===== config.mk =====
export PLATFORM = sky130hd
export DESIGN_NAME = fifo_wr_ctrl
export DESIGN_NICKNAME = d
export VERILOG_FILES = /design/src/rtl/fifo_wr_ctrl.sv
export SDC_FILE = /design/constraint.sdc
export NUM_CORES = 1
export LEC_CHECK = 0
export BUFFER_PORTS_ARGS = -buffer_cell sky130_fd_sc_hd__buf_2
export CORE_MARGIN = 2
export CORE_UTILIZATION = 50
export DETAILED_ROUTE_END_ITERATION = 10
export GPL_ROUTABILITY_DRIVEN = 1
export PLACE_DENSITY = 0.89
export RECOVER_POWER = 25
export SYNTH_ARGS = -nofsm -noshare
export SYNTH_HDL_FRONTEND = slang
export SYNTH_SLANG_ARGS = --single-unit

===== constraint.sdc =====
create_clock -name clk -period 3.4 [get_ports clk]
set_clock_uncertainty 0.1 [all_clocks]
set_input_delay 0.51 -clock clk [delete_from_list [all_inputs] [get_ports clk]]
set_output_delay 0.51 -clock clk [all_outputs]
set_load 0.1 [all_outputs]

===== src/rtl/fifo_wr_ctrl.sv =====
// Write-side controller of the asynchronous FIFO: owns the binary/Gray write
// pointers and derives full, almost-full, fill level and overflow in clk.
module fifo_wr_ctrl #(
  parameter int WIDTH        = 3,
  parameter int AFULL_THRESH = 6
) (
  input  logic             clk,
  input  logic             rst,
  input  logic             wr_en,
  input  logic             ovf_clr,
  input  logic [WIDTH:0]   rptr_gray_sync,
  output logic             mem_we,
  output logic [WIDTH-1:0] waddr,
  output logic [WIDTH:0]   wptr_gray,
  output logic             full,
  output logic             almost_full,
  output logic [WIDTH:0]   wr_level,
  output logic             overflow
);

  localparam logic [WIDTH:0] THRESH = AFULL_THRESH[WIDTH:0];

  logic             accept;
  logic [WIDTH:0]   wbin;
  logic [WIDTH:0]   wbin_next;
  logic [WIDTH:0]   wgray_next;
  logic [WIDTH:0]   rbin;
  logic [WIDTH:0]   level_next;
  logic             full_next;
  logic             almost_full_next;

  assign accept = wr_en & ~full & ~rst;
  assign mem_we = accept;
  assign waddr  = wbin[WIDTH-1:0];

  // Next-state pointer and flag arithmetic; flags are computed from the
  // post-write pointer so they reflect an accepted write with no extra latency.
  always_comb begin
    rbin = '0;
    for (int i = 0; i <= WIDTH; i++) begin
      rbin[i] = ^(rptr_gray_sync >> i);
    end
    wbin_next        = wbin + {{WIDTH{1'b0}}, accept};
    wgray_next       = wbin_next ^ (wbin_next >> 1);
    full_next        = (wgray_next == {~rptr_gray_sync[WIDTH:WIDTH-1],
                                       rptr_gray_sync[WIDTH-2:0]});
    level_next       = wbin_next - rbin;
    almost_full_next = (level_next >= THRESH);
  end

  always_ff @(posedge clk) begin
    if (rst) begin
      wbin        <= '0;
      wptr_gray   <= '0;
      full        <= 1'b0;
      almost_full <= 1'b0;
      wr_level    <= '0;
      overflow    <= 1'b0;
    end else begin
      wbin        <= wbin_next;
      wptr_gray   <= wgray_next;
      full        <= full_next;
      almost_full <= almost_full_next;
      wr_level    <= level_next;
      // A rejected write sets the sticky flag and beats a simultaneous clear.
      if (wr_en & full) begin
        overflow <= 1'b1;
      end else if (ovf_clr) begin
        overflow <= 1'b0;
      end
    end
  end

endmodule


==> results, run 1 <==
- The run finished with clean final reports.
- The global routing met3 resource utilization is 0.0500.
- For the worst setup path, the data arrival time is ~2900 ps.
- The count of yosys warnings during synthesis is 0.
- After clock tree synthesis, the clock-pin slew on the worst setup and hold paths is ~80 ps.
- The dominant combinational cell family by area after synthesis is XOR/XNOR gates.
- The worst reg2reg path startpoint is full$_SDFF_PP0_.
- Measured along the y axis, the die boundary spans 40.2 µm.
- The die is 40.2 µm wide.
- The share of the Yosys chip area taken by registers is 0.427.
- The power per cell area is roughly 590 nW/µm².
- In this run the standard cell core region covers about 1300 µm².
- Input and output buffers added on the ports amount to 22.
- Summed over all cells, the static leakage comes to about 0.4 nW.
- In the global route stage, met2 resource usage came out at 0.367.
- After filler insertion, the fill cell instance count of the layout stands at 96.
- The worst hold path belongs to the class flip-flop to flip-flop.
- The first-iteration detailed-routing DRC count is 12.
- In the routed design, unresolved DRC markers number 0.
- In the final layout, the multi-input gates occupy around 370 µm².
- The deepest clock path buffer count is 2.
- The kind of capture point of the worst setup path is a flip-flop.
- Across every metal layer, demand over resource in global routing totals 0.196.
- The data required time at the worst endpoint is between 3000 and 4000 ps.
- Clock latency on the worst-skew pair, taken at its later pin, is 270 ps.
- The number of clock sinks is 14.
- The count of nets left with antenna violations once routing finished came out at 0.
- The critical setup path kind is primary input to flip-flop.
- Of the total synthesized cell area, the portion taken by full adders, half adders and majority gates is 0.126.
- Of the total synthesized cell area, the portion taken by AND, OR, NAND and NOR gates is 0.135.
- Compared with the post-synthesis result, the final layout area differs by 23.6%.
- The final number of hold-violating endpoints is 0.
- The initial antenna violation count came to 0.
- The synthesized cell area is 657 µm².
- The number of max-capacitance violations reported is 0.
- The complex-gate fraction of the synthesized area is 0.0552.
- The highest fanout seen on the critical path is 15.
- Hold repair after CTS inserted 0 buffers.
- The remaining global-route overflow is 0.
- The first TritonRoute pass finished after 4 iterations.
- The initial core utilization is 0.518.
- The via count is about 530.
- The proportion of synthesized area in mux cells is 0.
- The H-tree depth is 1.
- Dividing the detail-routed wire length by the instance count gives ~12 µm.
- The setup fix buffers added after clock tree synthesis is 0.
- Each instance of the synthesized netlist takes up on average ~10 µm².
- The maximum vdd ir drop is 245 µV.
- The final standard cell utilization of the core is 0.640.
- The normalized max-slew margin is 0.228.
- The floorplan step defined a die boundary enclosing 1620 µm².
- Entering global routing, the biggest net connects 16 pins.
- The vias per cell is between 5 and 6.
- Summing all non-filler instances in the final layout gives an area of 812 µm².
- TritonCTS built the clock tree.
- The number of cells in the design after placement is approximately 100.
- Counting every instance in the synthesized netlist gives 66.
- The worst hold path was traced through 2 stages.
- The number of nets produced by synthesis is 80.
- The post-detailed-placement half-perimeter wirelength is ~1 mm.
- Measured in cells, the most critical reg-to-reg path has a length of 9.
- The number of diodes is 0.
- The number of pins exceeding their max-slew limit in the final report was 0.
- The most critical setup path has its startpoint at rst.
- Post-CTS repair changed the size of 0 cells.
- The placed instances occupy a cell area of around 790 µm².
- In this run the clock root is driven by a clkbuf_4.
- The total setup violations reported at the end of the flow is 0.
- For met1 alone, demand over resource in global routing was 0.195.
- The total area of sequential cells is ~280 µm².
- The finished layout holds 105 standard cells, fillers aside.
- The ratio of cells with drive above 1 in the final layout is 0.289.
- The flip-flop and latch count after synthesis is 14.
- The placer congestion estimate is 0.813.
- The final worst-path cycle share is 0.833.
- The total length of routed wires is around 1.3 mm.
- The kind of launch point of the worst setup path is a primary input.
- 23 I/O pins were placed.
- The wire length of the first global-routing pass is 1.98 mm.
- Counting distinct cell types in the post-synthesis netlist gives 22.
- The shortest clock period the worst path allows after layout is roughly 2800 ps.
- Of the total synthesized cell area, the portion taken by XOR and XNOR cells is 0.223.
- At the end of the flow, the number of nets in the layout was 106.
- The via count of the first global-routing pass is between 400 and 500.
- Clock tree synthesis inserted a total of 3 buffers.
- The measured slew at the worst slew-check pin is about 1200 ps.
- The worst hold slack is around 400 ps.
- In this run the most critical hold path is launched from overflow$_SDFFE_PP0P_.
- The peak-usage layer in the global routing report is met2.
- For this run, the top clock speed supported by timing is ~350 MHz.
- Setup repair after global routing left no endpoint under its margin.
- Adding up every negative setup slack in the final design gives 0 ps.
- The initialized floorplan defines 13 standard-cell rows.
[per-stage QoR]
| step | setup slack, ps | power [mW] |
|---|---|---|
| global route | 412 | 0.509 |
| floorplan | 156 | 0.364 |
| global placement | 668 | 0.393 |
| finish | 567 | 0.481 |
| CTS | 873 | 0.488 |
| detailed placement | 623 | 0.397 |
[synthesized netlist by cell type]
cell type	n	area [µm²]
a21boi_0	1	7.51
a21o_1	1	7.51
a21oi_1	2	10.0
a31oi_1	1	6.26
and3_1	1	6.26
clkbuf_1	1	3.75
dfxtp_1	14	280
fa_1	1	20.0
ha_1	5	62.6
inv_1	5	18.8
nand2_1	1	3.75
nand2b_1	1	6.26
nand3_1	2	10.0
nor2_1	10	37.5
nor2b_1	1	6.26
nor3_1	1	5.00
nor3b_1	1	7.51
o21ai_0	1	5.00
or2_2	1	6.26
xnor2_1	8	70.1
xnor2_2	2	32.5
xor2_1	5	43.8
[worst max-delay path, cell delays in order]
cell and delay (ps):
clkbuf_1 520, nor3b_4 100, ha_1 260, ha_1 220, xnor2_1 300, inv_1 100, ha_1 340, xor2_1 170
or2_2 270, a31oi_1 150
[final timing paths]
kind                                                to  slack (ps)
worst min register to register   overflow$_SDFFE_PP0P_         390
worst min-delay path             overflow$_SDFFE_PP0P_         390
worst max-delay path            almost_full$_SDFF_PP0_         570
worst max register to register  almost_full$_SDFF_PP0_         990
[per-layer routing]
metal | share of wire | routed length [µm]
met2 | 0.56 | 721
met1 | 0.37 | 474
met5 | 0 | 0
met4 | 0.019 | 24
met3 | 0.054 | 69
[flip-flops by register name, summed over array words and instances, names as in the netlist]
signal,flops
almost_full,1
full,1
overflow,1
wbin,3
wptr_gray,4
wr_level,4
[cell usage in the layout, fill, tap and decap left out, drive strengths merged, types with 2 or more instances in the layout]
cell,n
xor2,5
dfxtp,14
buf,18
clkbuf,7
ha,5
nand3,2
a21oi,2
xnor2,10
nor2,10
inv,5
[cell type report]
| cell class | instances | share of cell area |
|---|---|---|
| clock buffers | 3 | 0.0277 |
| inverters | 5 | 0.0231 |
| multi-input cells | 46 | 0.450 |
| flip-flops and latches | 14 | 0.347 |
| well taps | 15 | 0.0231 |
| repair buffers | 22 | 0.129 |
[where the power goes]
group          total, mW  switching [mW]  internal (mW)
logic              0.206           0.163         0.0431
registers          0.184         0.00463          0.180
clock network     0.0902          0.0491         0.0410
[logic make-up after synthesis]
group,Yosys count
AO/OA/AOI/OAI,6
XOR/XNOR,15
adder cells (fa/ha/maj),6
buffers and inverters,6
flip-flops,14
AND/OR/NAND/NOR,19
Note: power is estimated with default switching activity, not from simulation.
==> run 2, diff against run 1 <==
- CORE_UTILIZATION: 50 -> 46
- PLACE_DENSITY: 0.89 -> 0.84
- clock period: 3.4 -> 2.7 ns (I/O delays scaled with it)
==> run 2 against run 1 <==
  * First-iteration DRC count down 58%
  * Non-clock buffer count unchanged
  * Clock power up 75%
  * Register-to-register slack worse by 550 ps
  * Critical path depth down 2
  * Design area up 8.5%
  * Cell count up 0.95%
  * Die area up 7.8%
==> results, run 2 (synthesized netlist as in run 1, its figures left out) <==
- The top cell family by delay on the critical path is adder cells.
- Data arrives at the worst endpoint at 2380 ps.
- The worst setup path is launched from a flip-flop.
- Dividing the final minimum period by the clock period gives 0.839.
- The largest registers in the layout are wptr_gray x4, wr_level x4, wbin x3.
- The startpoint identified for the worst register-to-register timing path is full$_SDFF_PP0_.
- The peak clock frequency supported by timing is about 440 MHz.
- The first global-routing pass estimated 2.23 mm of wire.
- The critical setup path kind is flip-flop to flip-flop.
- The stage delay of the slowest cell on the critical path is approximately 430 ps.
- The die covers approximately 1700 µm².
- For the pin with the worst max-slew slack, the measured transition is approximately 1200 ps.
- The first-iteration detailed-routing DRC count is 5.
- In this run the static leakage power is between 0.4 and 0.5 nW.
- The count of buffers inserted at the top-level ports is 22.
- The vias per cell is about 5.0.
- The data required time at the worst endpoint is between 2000 and 3000 ps.
- In the final layout, the multi-input gates occupy about 420 µm².
- In this run the count of I/O pins placed on the die edge is 23.
- The clock root buffer master is clkbuf_4.
- The ratio of cells with drive above 1 in the final layout is 0.385.
- Summing over every cut layer, the via total after detailed routing is 526.
- The reg-to-reg critical path endpoint is wr_level[3]$_SDFF_PP0_.
- The launching element of the worst setup path is full$_SDFF_PP0_.
- The initial antenna violation count is 0.
- The region available for standard cell placement spans ~1300 µm².
- The final number of hold-violating endpoints is 0.
- The library cells used most frequently in the layout, excluding fill and tap cells, are 20 x buf_2, 14 x dfxtp_1, 10 x nor2_1, 7 x xnor2_1, 5 x xor2_1.
- Leaving out fill and tap cells, the most frequent cell in the layout is buf_2.
- Among the stages of the critical path, the cell type that occurs most often is ha_4.
- The number of routed nets with antenna violations is 0.
- The shortest clock period the worst path allows after layout is approximately 2300 ps.
- In the global route stage, overall resource usage came out at 0.176.
- After layout, the design draws a total of between 0.6 and 0.7 mW.
- For this run, the detailed router's first-pass iteration total came to 4.
- Max-cap violations in this run came to 0.
- In this run, post-CTS repair resized a total of 0 instances.
- The run finished with clean final reports.
- The final layout net count is between 100 and 150.
- The maximum vdd ir drop is 408 µV.
- The horizontal extent of the die is ~42 µm.
- The clock passes through at most 2 buffers.
- The library cell contributing the largest single delay on the critical path is nor3b_1.
- Across the whole layout, storage elements account for roughly 280 µm².
- The tightest min-delay check is of the primary input to flip-flop type.
- In this run the number of cells on the critical path is 8.
- For this design, the CTS-stage hold fixing added 0 buffers.
- For this configuration, the core starts out at a cell density of 0.499.
- The number of pins exceeding their max-slew limit in the final report is 0.
- The DRC violation count after routing is 0.
- The number of cells on the worst reg-to-reg path is 8.
- The vertical die dimension is 41.8 µm.
- The worst setup margin is around 440 ps.
- Global routing finished with a remaining overflow of 0.
- The sum of buffers and inverters on the critical path is 0.
- Setup repair after global routing left no endpoint under its margin.
- Entering global routing, the biggest net connects 16 pins.
- In this run, CTS created clock tree buffers numbering 3.
- Before CTS, the worst setup slack after placement is 199 ps.
- The number of diodes is 0.
- The H-tree depth is 1.
- The placer congestion estimate is around 0.8.
- The area growth from synthesis to layout is 34.1%.
- The via count of the first global-routing pass is between 500 and 600.
- The layout has roughly 110 filler cells.
- The critical path ends at wr_level[3]$_SDFF_PP0_.
- Dividing the detail-routed wire length by the instance count gives 11.8 µm.
- The clock transition at the registers of the reported paths is about 80 ps.
- TritonCTS built the clock tree.
- The wire-length estimate of the detail-placed layout is roughly 1.0 mm.
- In this run the post-CTS setup repair buffer count came out at 0.
- Clock latency on the worst-skew pair, taken at its later pin, is about 300 ps.
- The normalized max-slew margin is 0.230.
- The number of clock sinks is 14.
- The setup slack of the worst register-to-register path is between 400 and 500 ps.
- After detailed placement, the total cell area comes to between 800 and 900 µm².
- Setup violations remaining at the end of the flow were counted as 0.
- The signal on the critical path passes through nor3b_1, ha_4, ha_4, ha_1, nor2b_1, o21ai_1, nand3_1, a21oi_1.
- Row generation in the floorplan step produced 13 rows.
- The final standard cell utilization of the core is 0.669.
- The worst hold slack is ~280 ps.
- The total length of routed wires is around 1.2 mm.
- Dividing total power by cell area gives a power density of 761 nW/µm².
- Along the worst path, the maximum fanout reaches 3.
- The finished cells cover 881 µm².
- The kind of capture point of the worst setup path is a flip-flop.
-- run 2: cell count changes in the layout (fill, tap and decap cells not counted), sizes merged --
cell / previous run / this run
buf: 18 / 20
clkbuf: 7 / 6
-- run 2: tightest hold or removal path: stages --
cell     delay [ps]
buf_2           100
nand2_1          50
a21oi_1          50
-- run 2: cell type report --
class,count,share of cell area
multi-input combinational,46,0.473
sequential,14,0.318
timing repair buffer,22,0.122
clock buffer,4,0.0412
inverter,5,0.0241
tap,15,0.0213
-- run 2: worst min path at each step --
stage | start | to | slack, ps | cells past startpoint
6_report | wr_en | overflow$_SDFFE_PP0P_ | 280 | 3
3_3_place_gp | overflow$_SDFFE_PP0P_ | overflow$_SDFFE_PP0P_ | 360 | 2
4_1_cts | ovf_clr | overflow$_SDFFE_PP0P_ | 280 | 3
3_5_place_dp | overflow$_SDFFE_PP0P_ | overflow$_SDFFE_PP0P_ | 380 | 2
5_1_grt | ovf_clr | overflow$_SDFFE_PP0P_ | 280 | 3
2_1_floorplan | rst | overflow$_SDFFE_PP0P_ | 370 | 1
-- run 2: metrics by stage --
stage | setup TNS (ps) | instances
after detailed placement | 0 | 102
after global routing | 0 | 106
after floorplan | -318 | 66
final | 0 | 106
after CTS | 0 | 106
after global placement | 0 | 102
-- run 2: report_power, final --
part / leakage [nW] / switching [mW] / internal [mW]
Sequential: 0.115 / 0.00594 / 0.226
Clock: 0.0210 / 0.0756 / 0.0823
Combinational: 0.271 / 0.212 / 0.0685
-- run 2: metal layers --
metal,global-route usage,vias to the layer above,share of wire
met5,0,-,0
met4,0.135,0,0.033
met3,0.0261,5,0.071
met2,0.300,19,0.53
met1,0.192,240,0.37
li1,-,262,-
